<file path="src/rtl/ffe_sample_feeder_if.sv">
// Sample-in / tap-read bus between the FFE sample feeder and its neighbours.
// The slave modport is the feeder side; master is the upstream source plus datapath side.
interface ffe_sample_feeder_if #(
    parameter int IN_OUT_BUS_WIDTH = 12,
    parameter int ADDR_SIZE        = 2
);
    // x_valid/x_ready: a sample transfers on a rising ffe_clk edge where both are 1.
    // x_in is held stable while x_valid is 1. x_ready depends only on registered
    // state, never on x_valid.
    logic signed [IN_OUT_BUS_WIDTH-1:0] x_in;
    logic                               x_valid;
    logic                               x_ready;
    logic        [ADDR_SIZE-1:0]        rd_addr;
    logic signed [IN_OUT_BUS_WIDTH-1:0] rd_data;
    logic                               str_out_n_rst_add_reg;
    logic                               y_valid;
    logic                               overrun;
    logic                               dbg_state;  // 0 = IDLE, 1 = RUN

    modport master (
        output x_in, x_valid,
        input  x_ready, rd_addr, rd_data, str_out_n_rst_add_reg, y_valid, overrun, dbg_state
    );

    modport slave (
        input  x_in, x_valid,
        output x_ready, rd_addr, rd_data, str_out_n_rst_add_reg, y_valid, overrun, dbg_state
    );
endinterface

</file>
<file path="src/rtl/ffe_sample_feeder.sv">
// Keeps the last DEPTH input samples and plays one frame of DEPTH tap reads per sample.
// Define FFE_FEEDER_OVERRUN_EN to flag (sticky) samples dropped while x_ready is low.
module ffe_sample_feeder #(
    parameter int IN_OUT_BUS_WIDTH = 12,
    parameter int DEPTH            = 4,   // must be a power of 2
    parameter int ADDR_SIZE        = $clog2(DEPTH)
) (
    input  logic                  ffe_clk,
    input  logic                  rst,
    ffe_sample_feeder_if.slave    bus
);
    typedef enum logic {
        IDLE = 1'b0,
        RUN  = 1'b1
    } state_t;

    localparam logic [ADDR_SIZE-1:0] LAST_TAP = ADDR_SIZE'(DEPTH - 1);
    localparam logic [ADDR_SIZE-1:0] ONE      = ADDR_SIZE'(1);

    state_t                             state;
    logic        [ADDR_SIZE-1:0]        wr_ptr;
    logic        [ADDR_SIZE-1:0]        tap_cnt;
    logic        [ADDR_SIZE-1:0]        rd_ptr;
    logic signed [IN_OUT_BUS_WIDTH-1:0] hist [DEPTH];
    logic                               str_q;
    logic                               overrun_q;
    logic                               at_last;
    logic                               x_ready;
    logic                               accept;

    assign at_last = (tap_cnt == LAST_TAP);
    assign x_ready = (state == IDLE) || at_last;
    assign accept  = bus.x_valid && x_ready;

    // Newest sample lives at wr_ptr-1; pointer arithmetic wraps because DEPTH is 2^ADDR_SIZE.
    assign rd_ptr  = wr_ptr - ONE - tap_cnt;

    assign bus.x_ready               = x_ready;
    assign bus.rd_addr               = (state == RUN) ? tap_cnt : '0;
    assign bus.rd_data               = (state == RUN) ? hist[rd_ptr] : '0;
    assign bus.str_out_n_rst_add_reg = str_q;
    assign bus.y_valid               = str_q;
    assign bus.overrun               = overrun_q;
    assign bus.dbg_state             = state;

    always_ff @(posedge ffe_clk or negedge rst) begin
        if (!rst) begin
            state   <= IDLE;
            wr_ptr  <= '0;
            tap_cnt <= '0;
            str_q   <= 1'b0;
            for (int i = 0; i < DEPTH; i++) begin
                hist[i] <= '0;
            end
        end else begin
            // Strobe lands one cycle after the last tap, when the datapath sum is complete.
            str_q <= (state == RUN) && at_last;

            if (accept) begin
                hist[wr_ptr] <= bus.x_in;
                wr_ptr       <= wr_ptr + ONE;
            end

            case (state)
                IDLE: begin
                    tap_cnt <= '0;
                    if (accept) begin
                        state <= RUN;
                    end
                end
                RUN: begin
                    if (at_last) begin
                        tap_cnt <= '0;
                        if (!accept) begin
                            state <= IDLE;
                        end
                    end else begin
                        tap_cnt <= tap_cnt + ONE;
                    end
                end
                default: begin
                    state   <= IDLE;
                    tap_cnt <= '0;
                end
            endcase
        end
    end

`ifdef FFE_FEEDER_OVERRUN_EN
    // Free-running source: a valid sample offered while not ready is lost.
    always_ff @(posedge ffe_clk or negedge rst) begin
        if (!rst) begin
            overrun_q <= 1'b0;
        end else if (bus.x_valid && !x_ready) begin
            overrun_q <= 1'b1;
        end
    end
`else
    assign overrun_q = 1'b0;
`endif

endmodule

</file>
<file path="src/flat_wrapper.sv">
// flat-port wrapper written by rule: the top's interface ports become plain ports
module ffe_sample_feeder_flat 
#(
    parameter int IN_OUT_BUS_WIDTH = 12,
    parameter int DEPTH            = 4,                          
    parameter int ADDR_SIZE        = $clog2(DEPTH)
)
  (ffe_clk, rst, bus_x_in, bus_x_valid, bus_x_ready, bus_rd_addr, bus_rd_data, bus_str_out_n_rst_add_reg, bus_y_valid, bus_overrun, bus_dbg_state);
  ffe_sample_feeder_if #(.IN_OUT_BUS_WIDTH(IN_OUT_BUS_WIDTH), .ADDR_SIZE(ADDR_SIZE)) bus_i ();
  input  logic ffe_clk;
  input  logic rst;
  input wire logic [$bits(bus_i.x_in)-1:0] bus_x_in;
  input wire logic [$bits(bus_i.x_valid)-1:0] bus_x_valid;
  output wire logic [$bits(bus_i.x_ready)-1:0] bus_x_ready;
  output wire logic [$bits(bus_i.rd_addr)-1:0] bus_rd_addr;
  output wire logic [$bits(bus_i.rd_data)-1:0] bus_rd_data;
  output wire logic [$bits(bus_i.str_out_n_rst_add_reg)-1:0] bus_str_out_n_rst_add_reg;
  output wire logic [$bits(bus_i.y_valid)-1:0] bus_y_valid;
  output wire logic [$bits(bus_i.overrun)-1:0] bus_overrun;
  output wire logic [$bits(bus_i.dbg_state)-1:0] bus_dbg_state;
  assign bus_i.x_in = bus_x_in;
  assign bus_i.x_valid = bus_x_valid;
  assign bus_x_ready = bus_i.x_ready;
  assign bus_rd_addr = bus_i.rd_addr;
  assign bus_rd_data = bus_i.rd_data;
  assign bus_str_out_n_rst_add_reg = bus_i.str_out_n_rst_add_reg;
  assign bus_y_valid = bus_i.y_valid;
  assign bus_overrun = bus_i.overrun;
  assign bus_dbg_state = bus_i.dbg_state;
  ffe_sample_feeder #(.IN_OUT_BUS_WIDTH(IN_OUT_BUS_WIDTH), .DEPTH(DEPTH), .ADDR_SIZE(ADDR_SIZE)) u_core (.ffe_clk(ffe_clk), .rst(rst), .bus(bus_i));
endmodule
</file>
<file path="config.mk">
export PLATFORM = sky130hd
export DESIGN_NAME = ffe_sample_feeder_flat
export DESIGN_NICKNAME = d
export VERILOG_FILES = /design/src/rtl/ffe_sample_feeder_if.sv /design/src/rtl/ffe_sample_feeder.sv /design/src/flat_wrapper.sv
export SDC_FILE = /design/constraint.sdc
export NUM_CORES = 1
export LEC_CHECK = 0
export ABC_AREA = 1
export CELL_PAD_IN_SITES_DETAIL_PLACEMENT = 0
export CELL_PAD_IN_SITES_GLOBAL_PLACEMENT = 1
export CORE_MARGIN = 2
export CORE_UTILIZATION = 50
export DETAILED_ROUTE_END_ITERATION = 8
export DONT_BUFFER_PORTS = 1
export PLACE_DENSITY_LB_ADDON = 0.1
export SYNTH_ARGS = -nofsm -noshare
export SYNTH_HDL_FRONTEND = slang
export SYNTH_SLANG_ARGS = --single-unit
</file>
<file path="constraint.sdc">
create_clock -name ffe_clk -period 2.9 [get_ports ffe_clk]
set_input_delay 0.58 -clock ffe_clk [delete_from_list [all_inputs] [get_ports ffe_clk]]
set_output_delay 0.58 -clock ffe_clk [all_outputs]
set_load 0.03 [all_outputs]
</file>
Yosys cells after proc, flatten, opt, wreduce, memory -nomap -nowiden. Index checks and enable logic that the tools add are counted.

Add/sub/neg operators: 4. $mul: 0. Divide/modulo/power cells: 0. Magnitude comparators: 3. Equality and inequality tests: 1. Shift operators: 0. Muxes and demuxes: 13. Bitwise gates (word level): 3. Reductions and logical operators: 4.

Operators with widths (number): bitwise mux 48 bit (1); two-way mux 12 bit (4); binary-select mux 12 bit (select 2 bit) (1); demux 12 bit (select 2 bit) (1); >= comparator 3 bit (second input constant) (2); NOT 2 -> 3 bit (2); adder 2 x 1 -> 2 bit (second input constant) (2); two-way mux 2 bit (2); case mux 2 bit (2 select lines) (1); logical AND 1 bit (3); < comparator 3 x 1 -> 1 bit (second input constant) (1); == test 2 bit (second input constant) (1); two-way mux 1 bit (2); case mux 1 bit (2 select lines) (1); subtractor 2 x 1 -> 2 bit (second input constant) (1); subtractor 2 bit (1); logical OR 1 bit (1); NOT 1 bit (1).

Register bits: 54. Bits in latches: 0. Memory bits (writable): 0. ROM bits: 0. Input bits: 15. Output and inout bits: 19. Logic and storage cells: 36. Memories: 0.

Logic depth before layout (Yosys ltp).
Depth after elaboration: 7. Mapped depth: 10. Gate-level depth less buffers: 9.

Least setup slack after synthesis. Ideal clock, no wire load.

Path type: reg-to-output. Start point: register u_core.tap_cnt[0]. End point: output bus_rd_data[0]. Arrival: 1653 ps. Data required time: 2320 ps. Slack: 667 ps. Stages on the path, launching flop included: 8. Buffers on the path: 2. Cell sequence: dfrtp_1 > inv_1 > ha_1 > buf_4 > buf_4 > o21ai_0 > nor2_1 > nor2_1.

Word-level cells in the longest chain between the ends: 6.

Ends and longest elaborated chain: from (decl) (line ffe_sample_feeder.sv:22) `logic [ADDR_SIZE-1:0] tap_cnt;`; from (signal assigned) (line ffe_sample_feeder.sv:78) `tap_cnt <= tap_cnt + ONE;`; subtractor 2 bit (line ffe_sample_feeder.sv:36) `assign rd_ptr = wr_ptr - ONE - tap_cnt;`; NOT 2 -> 3 bit (not written as such) (line ffe_sample_feeder.sv:40) `assign bus.rd_data = (state == RUN) ? hist[rd_ptr] : '0;`; binary-select mux 12 bit (select 2 bit) (line ffe_sample_feeder.sv:40); two-way mux 12 bit (not written as such) (2 in a row) (line ffe_sample_feeder.sv:40); two-way mux 12 bit (line ffe_sample_feeder.sv:40); to (decl) (line flat_wrapper.sv:16) `output wire logic [$bits(bus_i.rd_data)-1:0] bus_rd_data;`.

No other way between the ends. The select of a mux whose other input is x is not followed.

Worst setup path in the final report.
Start point: register u_core.tap_cnt[0]. End point: output bus_rd_data[10].

The elaborated chain is that of the path after synthesis.

==> results.txt <==
Antenna diodes - 0
# rows - 27
Dpl hpwl - 3.54 mm
Synth Area per Inst - 8.11 um^2
Area share of the leading cell type in the synthesized netlist - 48.0%
Total of fill cells in the finished design - 551
GRT Util Overall - 20.2%
Via density per instance - 4.88
Setup repair bufs after CTS - 0
Bufs on Longest Clock Path - 2
Main combinational cell family by area after synthesis - simple AND/OR/NAND/NOR gates
WL per Instance - 13.3 um
Status - finished clean
Routed via count - 2061
Cell area after synthesis - 2810 um^2
Slew margin rel. - 51.5%
Final Core Density - 54.5%
Gpl congestion - 0.713
NumNets Final - 371
Share of the yosys chip area belonging to registers - 48.0%
Worst EP required - 2.32 ns
CP Buf/Inv Count - 3
I/O Buffers - 0
Post-synthesis mux area share - 0%
Top Ports - 34
Largest Register - u_core.hist
Share of cells above drive strength 1 - 12.0%
Seq cells post-synth - 54
Most frequent cell after synthesis - nand2_1
Final setup viols - 0
Ys flop type - dfrtp_1
Crit path max fanout - 48
Number of DRC markers in iteration 0 - 133
Routed WL - 5.61 mm
TNS Setup - 0 ns
Clock-pin slew on the worst setup and hold paths - 0.09 ns
Router iterations before antenna repair - 6
Biggest regs - u_core.hist: 48 flops, u_core.tap_cnt: 2 flops, u_core.wr_ptr: 2 flops
Synth Area in Adders - 2.67%
EDFF count, synth - 0
Synth top cells by count - nand2_1, dfrtp_1, inv_1
Worst skew pair latency - 0.31 ns
Crit Path Class - reg -> out
Period utilisation layout - 89.9%
Largest net degree at the start of global routing - 55
Core Area - 5470 um^2
Worst Setup Start Kind - flop
Highest Clock Rate - 384 MHz
Post-route DRC - 0
Initial core utilization - 51.4%
Final hold violations - 0
Final Skew - 0.00385 ns
Crit-path slowest cell - dfrtp_1
Num CTS Buffers - 5
Leading post-synthesis cells by cell area - dfrtp_1, nand2_1, o21ai_1, inv_1, o21ai_0
Crit path DAT - 2.03 ns
FF-to-FF setup slack - 1.15 ns
Worst path most repeated cell - buf_4
XOR/XNOR Fraction of Synth Area - 0.311%
Yosys cell types - 18
Post-synth ARST share - 100%
Vias in the first global route - 1942
Max reg flops - 48
CTS root buf - clkbuf_8
Synth Net Count - 368
Dominant cell type by area after synthesis - dfrtp_1
Routed Antenna Nets - 0
Chip width - 79.0 um
Peak per-stage delay on the critical path - 0.40 ns
RSZ-0062 raised after global routing - false
Cell Chain, Critical Path - inv_1, ha_1, buf_4, o21ai_0, nand3_1, nand2_1, nor2_1, buf_4
Clock Sinks - 54
Die footprint - 6240 um^2
Die Ht - 79.0 um
Worst slew pin tran - 0.727 ns
Post-Synth Simple-Gate Area - 21.3%
Worst setup EP type - output pin
CTS tree - yes
Min Tclk post-route - 2.61 ns
Initial antenna violation count - 0
Dpl cell area - 2840 um^2
Grt total ovfl - 0
Hold crit path type - in -> async
Syn. warnings - 0
H-tree Lvls - 2
# Max-Cap Violations - 0
Area Growth Syn to Fin - 5.91%
Synth Area in Compound Gates - 14.6%
Synthesized instance count - 347
Top cell family by delay on the critical path - buffers and inverters
Design Area, Final - 2980 um^2
Max-slew violations - 0
First-pass GRT wire length - 9.69 mm
[cells by family (layout without fill, tap and decap cells)]
family,count (synthesis),after routing
buffers and inverters,68,71
adder cells (fa/ha/maj),6,6
AO/OA/AOI/OAI,74,74
flip-flops,54,54
XOR/XNOR,1,1
AND/OR/NAND/NOR,143,143
other,1,1
[layout make-up]
class | instances | area, um^2 | area share, %
clock buffers | 6 | 82.6 | 2.77
well taps | 72 | 90.1 | 3.02
repair buffers | 16 | 140 | 4.70
flip-flops and latches | 54 | 1350 | 45.3
clock inverters | 1 | 30.0 | 1.01
multi-input cells | 225 | 1100 | 36.9
inverters | 48 | 188 | 6.30
[worst paths after layout]
check / start / end / depth (start not counted)
setup / recovery: u_core.tap_cnt[0]$_DFF_PN0_ / bus_rd_data[10] / 8
hold / removal: rst / u_core.hist[47]$_DFFE_PN0P_ / 1
setup reg to reg: u_core.bus.dbg_state$_DFF_PN0_ / u_core.hist[22]$_DFFE_PN0P_ / 6
hold reg to reg: u_core.hist[14]$_DFFE_PN0P_ / u_core.hist[14]$_DFFE_PN0P_ / 2
max in group asynchronous: rst / u_core.hist[5]$_DFFE_PN0P_ / 1
min in group ffe_clk: bus_x_valid / u_core.bus.dbg_state$_DFF_PN0_ / 2
[metal layers]
metal  vias up  global-route usage, %  wire length (um)  part of all wire [%]
li1       1082                      -                 -                     -
met1       933                   26.8              2740                    49
met2        40                   34.0              2570                    46
met3         6                   4.09               239                   4.3
met4         0                   5.17                61                   1.1
met5         -                      0                 0                     0
[cell usage in the layout, fill, tap and decap left out]
cell type,instances
o21ai_2,11
bufinv_16,1
buf_4,15
inv_2,1
o21ai_0,26
dfrtp_1,54
nand2_4,6
nand3_1,14
o21ai_1,37
xor2_1,1
nor2_1,25
clkbuf_8,6
inv_8,1
ha_1,6
buf_16,1
inv_1,46
conb_1,1
nand2_1,98
[per-stage QoR]
stage	std cells	worst slack (ns)	hold slack, ns
after floorplan	347	0.667	0.284
after global placement	414	0.629	0.286
after detailed placement	414	0.607	0.286
after CTS	422	0.269	0.132
after global routing	422	0.0555	0.133
final	422	0.293	0.117
[timing repair]
| item | CTS | global route |
|---|---|---|
| hold buffers | 1 | 0 |
| resized for setup | 0 | 0 |
| setup endpoints to repair | 0 | 0 |
| hold endpoints to repair | 54 | 0 |
Power is not shown: default switching activity piles up to over one toggle a cycle in this logic, so the estimate is an artifact.
